<file path="src/rtl/modn_step_counter_if.sv">
// Bundle between the board switches and one modn_step_counter: control strobes in,
// counter state, status flags and the seven-segment digit out.
interface modn_step_counter_if;
    // No valid/ready pair here: en, dir and load are level/strobe inputs sampled on every
    // rising clock edge. A load is consumed on the edge where load=1 and cannot be refused.
    // The outputs state, wrap, err and seg are always valid; tick is a combinational strobe.
    logic       en;
    logic       dir;
    logic       load;
    logic [3:0] load_val;
    logic [3:0] state;
    logic       tick;
    logic       wrap;
    logic       err;
    logic [6:0] seg;

    modport master (
        output en, dir, load, load_val,
        input  state, tick, wrap, err, seg
    );

    modport slave (
        input  en, dir, load, load_val,
        output state, tick, wrap, err, seg
    );
endinterface

</file>
<file path="src/rtl/modn_step_counter.sv">
// Modulo-MOD up/down stepper advanced by a DIV-cycle tick, with load, error flag and hex digit.
// Define TICK_BYPASS_EN to drop the divider so that tick follows en every cycle.
module modn_step_counter #(
    parameter int          MOD     = 6,
    parameter int unsigned DIV     = 25000000,
    parameter int          UP_STEP = 1,
    parameter int          DN_STEP = 2
) (
    input logic               clock,
    input logic               reset,
    modn_step_counter_if.slave bus
);

    localparam logic [4:0] MOD5 = 5'(MOD);
    localparam logic [4:0] UP5  = 5'(UP_STEP);
    localparam logic [4:0] DN5  = 5'(DN_STEP);

    if (MOD < 2 || MOD > 16) begin : g_bad_mod
        $error("modn_step_counter: MOD=%0d outside 2..16", MOD);
    end

    logic [3:0] state_q, state_d;
    logic       wrap_q, wrap_d;
    logic       err_q, err_d;
    logic       tick;
    logic       load_ok;
    logic [4:0] up_sum, dn_sum, nxt5;

    assign load_ok = bus.load && ({1'b0, bus.load_val} < MOD5);

`ifdef TICK_BYPASS_EN
    assign tick = bus.en;
`else
    localparam logic [31:0] DIV_LAST = 32'(DIV - 1);

    logic [31:0] div_cnt_q, div_cnt_d;

    assign tick = bus.en && (div_cnt_q == DIV_LAST);

    // An illegal load leaves the divider untouched, even while enabled.
    always_comb begin
        div_cnt_d = div_cnt_q;
        if (bus.load) begin
            if (load_ok) div_cnt_d = '0;
        end else if (bus.en) begin
            div_cnt_d = (div_cnt_q == DIV_LAST) ? '0 : div_cnt_q + 32'd1;
        end
    end

    always_ff @(posedge clock or posedge reset) begin
        if (reset) div_cnt_q <= '0;
        else       div_cnt_q <= div_cnt_d;
    end
`endif

    // Sums are 5 bits wide so state+MOD never overflows for MOD up to 16.
    always_comb begin
        up_sum  = {1'b0, state_q} + UP5;
        dn_sum  = {1'b0, state_q} + MOD5 - DN5;
        nxt5    = {1'b0, state_q};
        state_d = state_q;
        wrap_d  = 1'b0;
        err_d   = err_q;
        if (bus.load) begin
            if (load_ok) state_d = bus.load_val;
            else         err_d   = 1'b1;
        end else if (tick) begin
            if (bus.dir) begin
                wrap_d = (up_sum >= MOD5);
                nxt5   = (up_sum >= MOD5) ? up_sum - MOD5 : up_sum;
            end else begin
                wrap_d = ({1'b0, state_q} < DN5);
                nxt5   = (dn_sum >= MOD5) ? dn_sum - MOD5 : dn_sum;
            end
            state_d = nxt5[3:0];
        end
    end

    always_ff @(posedge clock or posedge reset) begin
        if (reset) begin
            state_q <= '0;
            wrap_q  <= 1'b0;
            err_q   <= 1'b0;
        end else begin
            state_q <= state_d;
            wrap_q  <= wrap_d;
            err_q   <= err_d;
        end
    end

    always_comb begin
        case (state_q)
            4'h0:    bus.seg = 7'b1000000;
            4'h1:    bus.seg = 7'b1111001;
            4'h2:    bus.seg = 7'b0100100;
            4'h3:    bus.seg = 7'b0110000;
            4'h4:    bus.seg = 7'b0011001;
            4'h5:    bus.seg = 7'b0010010;
            4'h6:    bus.seg = 7'b0000010;
            4'h7:    bus.seg = 7'b1111000;
            4'h8:    bus.seg = 7'b0000000;
            4'h9:    bus.seg = 7'b0010000;
            4'hA:    bus.seg = 7'b0001000;
            4'hB:    bus.seg = 7'b0000011;
            4'hC:    bus.seg = 7'b1000110;
            4'hD:    bus.seg = 7'b0100001;
            4'hE:    bus.seg = 7'b0000110;
            default: bus.seg = 7'b0001110;
        endcase
    end

    assign bus.state = state_q;
    assign bus.tick  = tick;
    assign bus.wrap  = wrap_q;
    assign bus.err   = err_q;

endmodule
</file>
<file path="src/flat_wrapper.sv">
// flat-port wrapper written by rule: the top's interface ports become plain ports
module modn_step_counter_flat 
#(
    parameter int          MOD     = 6,
    parameter int unsigned DIV     = 25000000,
    parameter int          UP_STEP = 1,
    parameter int          DN_STEP = 2
)
  (clock, reset, bus_en, bus_dir, bus_load, bus_load_val, bus_state, bus_tick, bus_wrap, bus_err, bus_seg);
  modn_step_counter_if bus_i ();
  input logic clock;
  input logic reset;
  input wire logic [$bits(bus_i.en)-1:0] bus_en;
  input wire logic [$bits(bus_i.dir)-1:0] bus_dir;
  input wire logic [$bits(bus_i.load)-1:0] bus_load;
  input wire logic [$bits(bus_i.load_val)-1:0] bus_load_val;
  output wire logic [$bits(bus_i.state)-1:0] bus_state;
  output wire logic [$bits(bus_i.tick)-1:0] bus_tick;
  output wire logic [$bits(bus_i.wrap)-1:0] bus_wrap;
  output wire logic [$bits(bus_i.err)-1:0] bus_err;
  output wire logic [$bits(bus_i.seg)-1:0] bus_seg;
  assign bus_i.en = bus_en;
  assign bus_i.dir = bus_dir;
  assign bus_i.load = bus_load;
  assign bus_i.load_val = bus_load_val;
  assign bus_state = bus_i.state;
  assign bus_tick = bus_i.tick;
  assign bus_wrap = bus_i.wrap;
  assign bus_err = bus_i.err;
  assign bus_seg = bus_i.seg;
  modn_step_counter #(.MOD(MOD), .DIV(DIV), .UP_STEP(UP_STEP), .DN_STEP(DN_STEP)) u_core (.clock(clock), .reset(reset), .bus(bus_i));
endmodule
</file>
<file path="config.mk">
export PLATFORM = sky130hd
export DESIGN_NAME = modn_step_counter_flat
export DESIGN_NICKNAME = d
export VERILOG_FILES = /design/src/rtl/modn_step_counter_if.sv /design/src/rtl/modn_step_counter.sv /design/src/flat_wrapper.sv
export SDC_FILE = /design/constraint.sdc
export NUM_CORES = 1
export LEC_CHECK = 0
export CAP_MARGIN = 40
export CORE_ASPECT_RATIO = 1.25
export CORE_MARGIN = 1.5
export CORE_UTILIZATION = 52
export CTS_CLUSTER_DIAMETER = 150
export DETAILED_ROUTE_END_ITERATION = 12
export PLACE_DENSITY = 0.76
export SETUP_SLACK_MARGIN = 0.3
export SYNTH_ARGS = -nofsm -noshare
export SYNTH_HDL_FRONTEND = slang
export SYNTH_SLANG_ARGS = --single-unit
</file>
<file path="constraint.sdc">
create_clock -name clock -period 2.1 [get_ports clock]
set_input_delay 0.42 -clock clock [delete_from_list [all_inputs] [get_ports clock]]
set_output_delay 0.42 -clock clock [all_outputs]
set_load 0.02 [all_outputs]
</file>
======== After elaboration in Yosys (flattened, before gate mapping) ========
Memories as Yosys holds them, arrays and structs flattened.
Cells that the tools add are included.
word-level totals
  register bits ........................... 38
  ROM bits ................................ 112
  bits of input ports ..................... 9
  output and inout port bits .............. 14
  logic and storage cells ................. 38
  memories ................................ 1
operators by class
  add/subtract/negate cells ............... 6
  $lt $le $gt $ge ......................... 4
  equality and inequality tests ........... 2
  muxes and demuxes ....................... 13
  bitwise logic cells ..................... 1
  reduce and logical (&&, ||, !) cells .... 7
memory list
  name              words  bits a word  read ports  clocked after memory_dff  wr ports  line                     source
  (name not given)  16     7            1           0                         0         modn_step_counter.sv:92  case (state_q)
operators with widths
  kind                   number
  $mux 32                4
  $add 32x1->32 const B  1
  $eq 32x25->1 const B   1
  $mux 4                 6
  $ge 5x3->1 const B     2
  $sub 4x3->4 const B    2
  $reduce_and 2->1       3
  $add 4x1->5 const B    1
  $add 4x3->5 const B    1
  $sub 5x2->5 const B    1
  $lt 4x2->1 const B     1
  $lt 4x3->1 const B     1
  $reduce_bool 2->1      2
  $mux 1                 3
  $logic_and 1x1->1      2
  $ne 2x1->1 const B     1
  $not 1->1              1

======== Depth between registers and ports, before layout ========
  word-level depth ........................ 7
  depth in mapped cells ................... 9
  gate-level depth less buffers ........... 9

======== Least setup slack after synthesis ========
No wires, ideal clock.
  path type ............................... register to register
  start ................................... register u_core.state_q[0] (netlist: u_core.bus.state[0])
  end ..................................... register u_core.state_q[3] (netlist: u_core.bus.state[3])
  data arrival time ....................... 2.233 ns
  path slack .............................. -0.265 ns
  stages on the path, launching flop included .. 10
  cells stage by stage .................... dfrtp_1 -> clkbuf_1 -> inv_1 -> ha_1 -> ha_1 -> a21oi_1 -> o2111ai_1 -> o211a_1 -> a211oi_1 -> o22ai_1
between the ends
  longest elaborated chain between the ends .. 7
  elaborated cells between the ends (all ways) .. 12
  classes of those cells .................. add/sub: 5; order compare: 2; mux: 5
ends and longest elaborated chain
  item                                              line                     source
  start: declaration                                modn_step_counter.sv:22  logic [3:0] state_q, state_d;
  start signal: assignment                          modn_step_counter.sv:85  state_q <= state_d;
  $add 4x3->5                                       modn_step_counter.sv:59  dn_sum = {1'b0, state_q} + MOD5 - DN5;
  $sub 5x2->5                                       modn_step_counter.sv:59
  $sub 4x3->4 / $ge 5x3->1 (equally long branches)  modn_step_counter.sv:73  nxt5 = (dn_sum >= MOD5) ? dn_sum - MOD5 : dn_sum;
  $mux 4                                            modn_step_counter.sv:73
  $mux 4 (*)                                        modn_step_counter.sv:68  if (bus.dir) begin
  $mux 4 (*)                                        modn_step_counter.sv:67  end else if (tick) begin
  $mux 4 (*)                                        modn_step_counter.sv:64  if (bus.load) begin
Mark *: on every way between the ends. The rest lies on a longest branch, timed or not. The select of a mux whose other input is x is not followed.
A chain may end at the register's enable or synchronous reset.

======== Final worst setup path ========
  start ................................... register u_core.state_q[0] (netlist: u_core.bus.state[0])
  end ..................................... register u_core.state_q[2] (netlist: u_core.bus.state[2])
The elaborated chain is that of the path after synthesis.

==> summary.md <==
| Metric | Value |
|---|---|
| Count of cells along the worst register-to-register path | 10 |
| Initial drt markers | roughly 800 |
| Achievable Freq | 0.400 GHz |
| Synthesized area per cell | roughly 8.7 sq um |
| Share of the synthesized netlist area taken by xor and xnor gates | 3.98% |
| Detailed-router iteration count before antenna repair | 7 |
| Vias per std cell | approximately 8 |
| Cell Rows | 28 |
| Primary FF master, synth | dfrtp_1 |
| Clock sink total | 38 |
| Worst Setup Slack post-DPL | -0.257 ns |
| Fraction of layout cells with a size suffix above 1 | 53.5% |
| Portion of netlist area occupied by mux cells | 1.56% |
| PortBufs | 22 |
| Layout overhead on the synthesized area | 74.3% |
| Power after layout | roughly 0.0036 W |
| Final critical delay including setup and external delays | 2.50 ns |
| Setup skew after layout | approximately 0.019 ns |
| Slew HR | between 60 and 70% |
| Post-Synth Adder-Cell Area | roughly 6.2% |
| Worst Hold Class | reg -> reg |
| Number of H-tree levels | 2 |
| Initial Utilization | approximately 55% |
| Critical Path Sink Type | flop |
| GR Util met3 | 10.6% |
| Post-Route Hold Slack | 0.520 ns |
| Worst Min Path Start | u_core.bus.err$_DFFE_PP0P_ |
| Cell depth of the worst min-delay path | 1 |
| Standard cell core area | 0.00480 sq mm |
| Combined global-route utilization of all metal layers | 40.9% |
| Clock-pin slew reported for the worst setup and hold paths after clock tree synthesis | 0.09 ns |
| Dpl cell area | 0.00360 sq mm |
| Number of register bits inferred by synthesis | 38 |
| Arr. time, crit path | 2.70 ns |
| R2r endpoint | u_core.bus.state[2]$_DFFE_PP0P_ |
| Die Outline Area | about 0.0055 sq mm |
| Fraction of the mapped netlist area in simple logic gates | ~29% |
| DRC viols | 0 |
| Number of nets in the layout | ~450 |
| First-pass GRT wire length | 16700 um |
| Synthesized netlist net count | 326 |
| Vias in the first global route | 3291 |
| Number of failing hold endpoints at the final stage | 0 |
| Instance count of the mapped netlist | 304 |
| Most common library cell in the layout ignoring fill and taps | buf_4 |
| Num ports | 23 |
| Highest-count cells in the layout ignoring fill and taps | 75 x buf_4, 40 x buf_6, 35 x dfrtp_1 |
| Vias after detailed routing | 3830 |
| Total congestion overflow | 0 |
| Total wire length after detailed routing | 15100 um |
| Cell area after synthesis | about 0.0026 sq mm |
| Placed cell count | 447 |
| Proportion of synthesized chip area in sequential cells | between 30 and 40% |
| Placer Congestion | 0.853 |
| Run status | finished with violations |
| Standby leakage power | between 2 and 2.5 nW |
| Antenna diode count | 0 |
| Detailed-placement wirelength estimate | between 5000 and 6000 um |
| Setup repair after global routing missed its margin | yes |
| Pin count of the biggest net entering global routing | 39 |
| Min setup slack post-route | -0.401 ns |
| Number of different library cells in the post-synthesis netlist | 63 |
| Largest family of logic cells by synthesized area | simple AND/OR/NAND/NOR gates |
| Min-Delay Endpoint | u_core.bus.err$_DFFE_PP0P_ |
| Met2 Track Usage GR | a little under three quarters |
| Per-cell routed wire length | 30.7 um |
| Synth warn | 0 |
| Die height | 82.7 um |
| Count of final setup violators | 38 |
| Compound-gate portion of the synthesized area | 19.4% |
| Root buffer cell | clkbuf_8 |
| Clock insertion delay at the later pin of the skew report | 0.32 ns |
| CTS buffer count | 5 |
| Crit path required time | ~2.3 ns |
| Antenna violations before repair | 0 |
| Final std cell area, no fill | 0.00461 sq mm |
| Die width | roughly 67 um |
| Post-synthesis async set-or-reset flop share | 100% |
| Worst-path maximum fanout | 4 |
| Crit path launch type | flop |
| Number of buffers on the longest clock path | 2 |
| Maximum vdd ir drop | 0.569 mV |
| Setup Crit Path Kind | reg -> reg |
| Violations in the final reports | negative setup slack |
| Worst reg-to-reg setup slack | -0.40 ns |
| Routed Antenna Nets | 0 |
| Clock tree from TritonCTS | yes |
| Slew at the pin closest to its max-slew limit | around 0.52 ns |
| Met1 global-route usage | 43.4% |
| Power density cells | 786 mW/mm^2 |
| Launch instance of the worst register-to-register path | u_core.bus.state[0]$_DFFE_PP0P_ |
| Max-slew violation count | 0 |
| Max cap viols | 0 |
| Post-route non-filler standard cell count | 492 |
| Layer with the highest usage | met2 |
| Share of the clock period used by the worst path | 119% |
| Number of synthesized flops with an enable pin | 0 |
[routing by layer]
metal  vias to the layer above  part of all wire (%)  wire length (um)
met2                       496                    43              6560
met5                         -                     0                 0
met4                         0                    12              1860
met3                       202                    14              2120
met1                      1739                    30              4550
li1                       1393                     -                 -
[how the worst max path moves through the flow]
stage	cells after the start	to	startpoint	slack [ns]
finish	10	u_core.bus.state[2]$_DFFE_PP0P_	u_core.bus.state[0]$_DFFE_PP0P_	-0.40
global route	5	bus_tick	u_core.div_cnt_q[18]$_DFFE_PP0P_	-0.52
CTS	6	bus_tick	u_core.div_cnt_q[0]$_DFFE_PP0P_	-0.006
detailed placement	5	bus_tick	u_core.div_cnt_q[15]$_DFFE_PP0P_	-0.26
global placement	5	bus_tick	u_core.div_cnt_q[15]$_DFFE_PP0P_	-0.29
floorplan	9	u_core.bus.state[2]$_DFFE_PP0P_	u_core.bus.state[1]$_DFFE_PP0P_	0.19
[per-stage QoR]
| step | setup TNS (ns) | utilization, % |
|---|---|---|
| after floorplan | 0 | - |
| after global placement | -1.40 | 75.0 |
| after detailed placement | -1.56 | 75.0 |
| after CTS | -0.00598 | 89.5 |
| after global routing | -7.66 | 96.0 |
| final | -5.13 | 96.0 |
[cell usage after synthesis (all sizes together), types with 2 or more instances]
| master | count | share of area [%] |
|---|---|---|
| nor2 | 23 | 3.4 |
| o31a | 3 | 0.99 |
| nor4 | 5 | 1.4 |
| mux2i | 3 | 1.1 |
| a21o | 3 | 0.85 |
| o21ai | 13 | 2.5 |
| a31oi | 14 | 3.3 |
| nand2 | 34 | 4.9 |
| o211ai | 4 | 1.1 |
| nand4 | 15 | 4.0 |
| o22a | 2 | 0.66 |
| a21oi | 17 | 3.2 |
| or4 | 5 | 1.6 |
| nor3 | 4 | 0.76 |
| ha | 13 | 6.2 |
| dfrtp | 38 | 36 |
| xor2 | 8 | 2.7 |
| buf | 7 | 1.4 |
| nand3 | 18 | 3.8 |
| xnor2 | 4 | 1.3 |
| o211a | 2 | 0.76 |
| nand2b | 3 | 0.71 |
| nand3b | 3 | 0.85 |
| and2 | 4 | 0.95 |
| nor4b | 3 | 1.6 |
| or3 | 5 | 1.2 |
| o31ai | 2 | 1.1 |
| and4 | 2 | 0.66 |
| inv | 13 | 1.8 |
| o221ai | 2 | 0.66 |
| and3 | 5 | 1.2 |
| clkbuf | 6 | 0.85 |
[cell type report]
type / instances / area (sq um)
Timing Repair Buffer: 134 / 1250
Inverter: 14 / 57.6
Clock buffer: 7 / 86.3
Multi-Input combinational cell: 239 / 2190
Sequential cell: 38 / 955
Tap cell: 60 / 75.1
Fill cell: 106 / 190
[where the power goes]
part           switching (W)  internal (W)  total, W  leakage (nW)
combinational        0.00119       0.00104   0.00223          1.45
clock               0.000304      0.000262  0.000566        0.0443
sequential         0.0000521      0.000770  0.000822         0.511
[kinds of logic after synthesis]
kind of cell             after synthesis
AO/OA/AOI/OAI                         75
flip-flops                            38
buffers and inverters                 27
AND/OR/NAND/NOR                      135
adder cells (fa/ha/maj)               13
multiplexers                           4
XOR/XNOR                              12
[worst max-delay path, cell delays in order (launching register included)]
cell     delay [ns]
dfrtp_2        0.46
buf_12         0.15
ha_4           0.18
xnor2_4        0.16
inv_2          0.06
ha_4           0.18
a21oi_4        0.21
nand4_1        0.34
a21oi_1        0.37
a211o_1        0.18
a31oi_4        0.09
[registers in the layout, summed over array words and instances, names as in the netlist]
register	count
u_core.div_cnt_q	32
u_core.bus.state	4
u_core.bus.err	1
u_core.bus.wrap	1
[timing repair]
action,4_1_cts,5_1_grt
hold buffers,0,0
pin swaps,42,38
buffers inserted,25,11
endpoints found under the setup margin,49,45
cloned,2,0
gates resized for setup,146,46
Power figures use the tool's default switching activity.
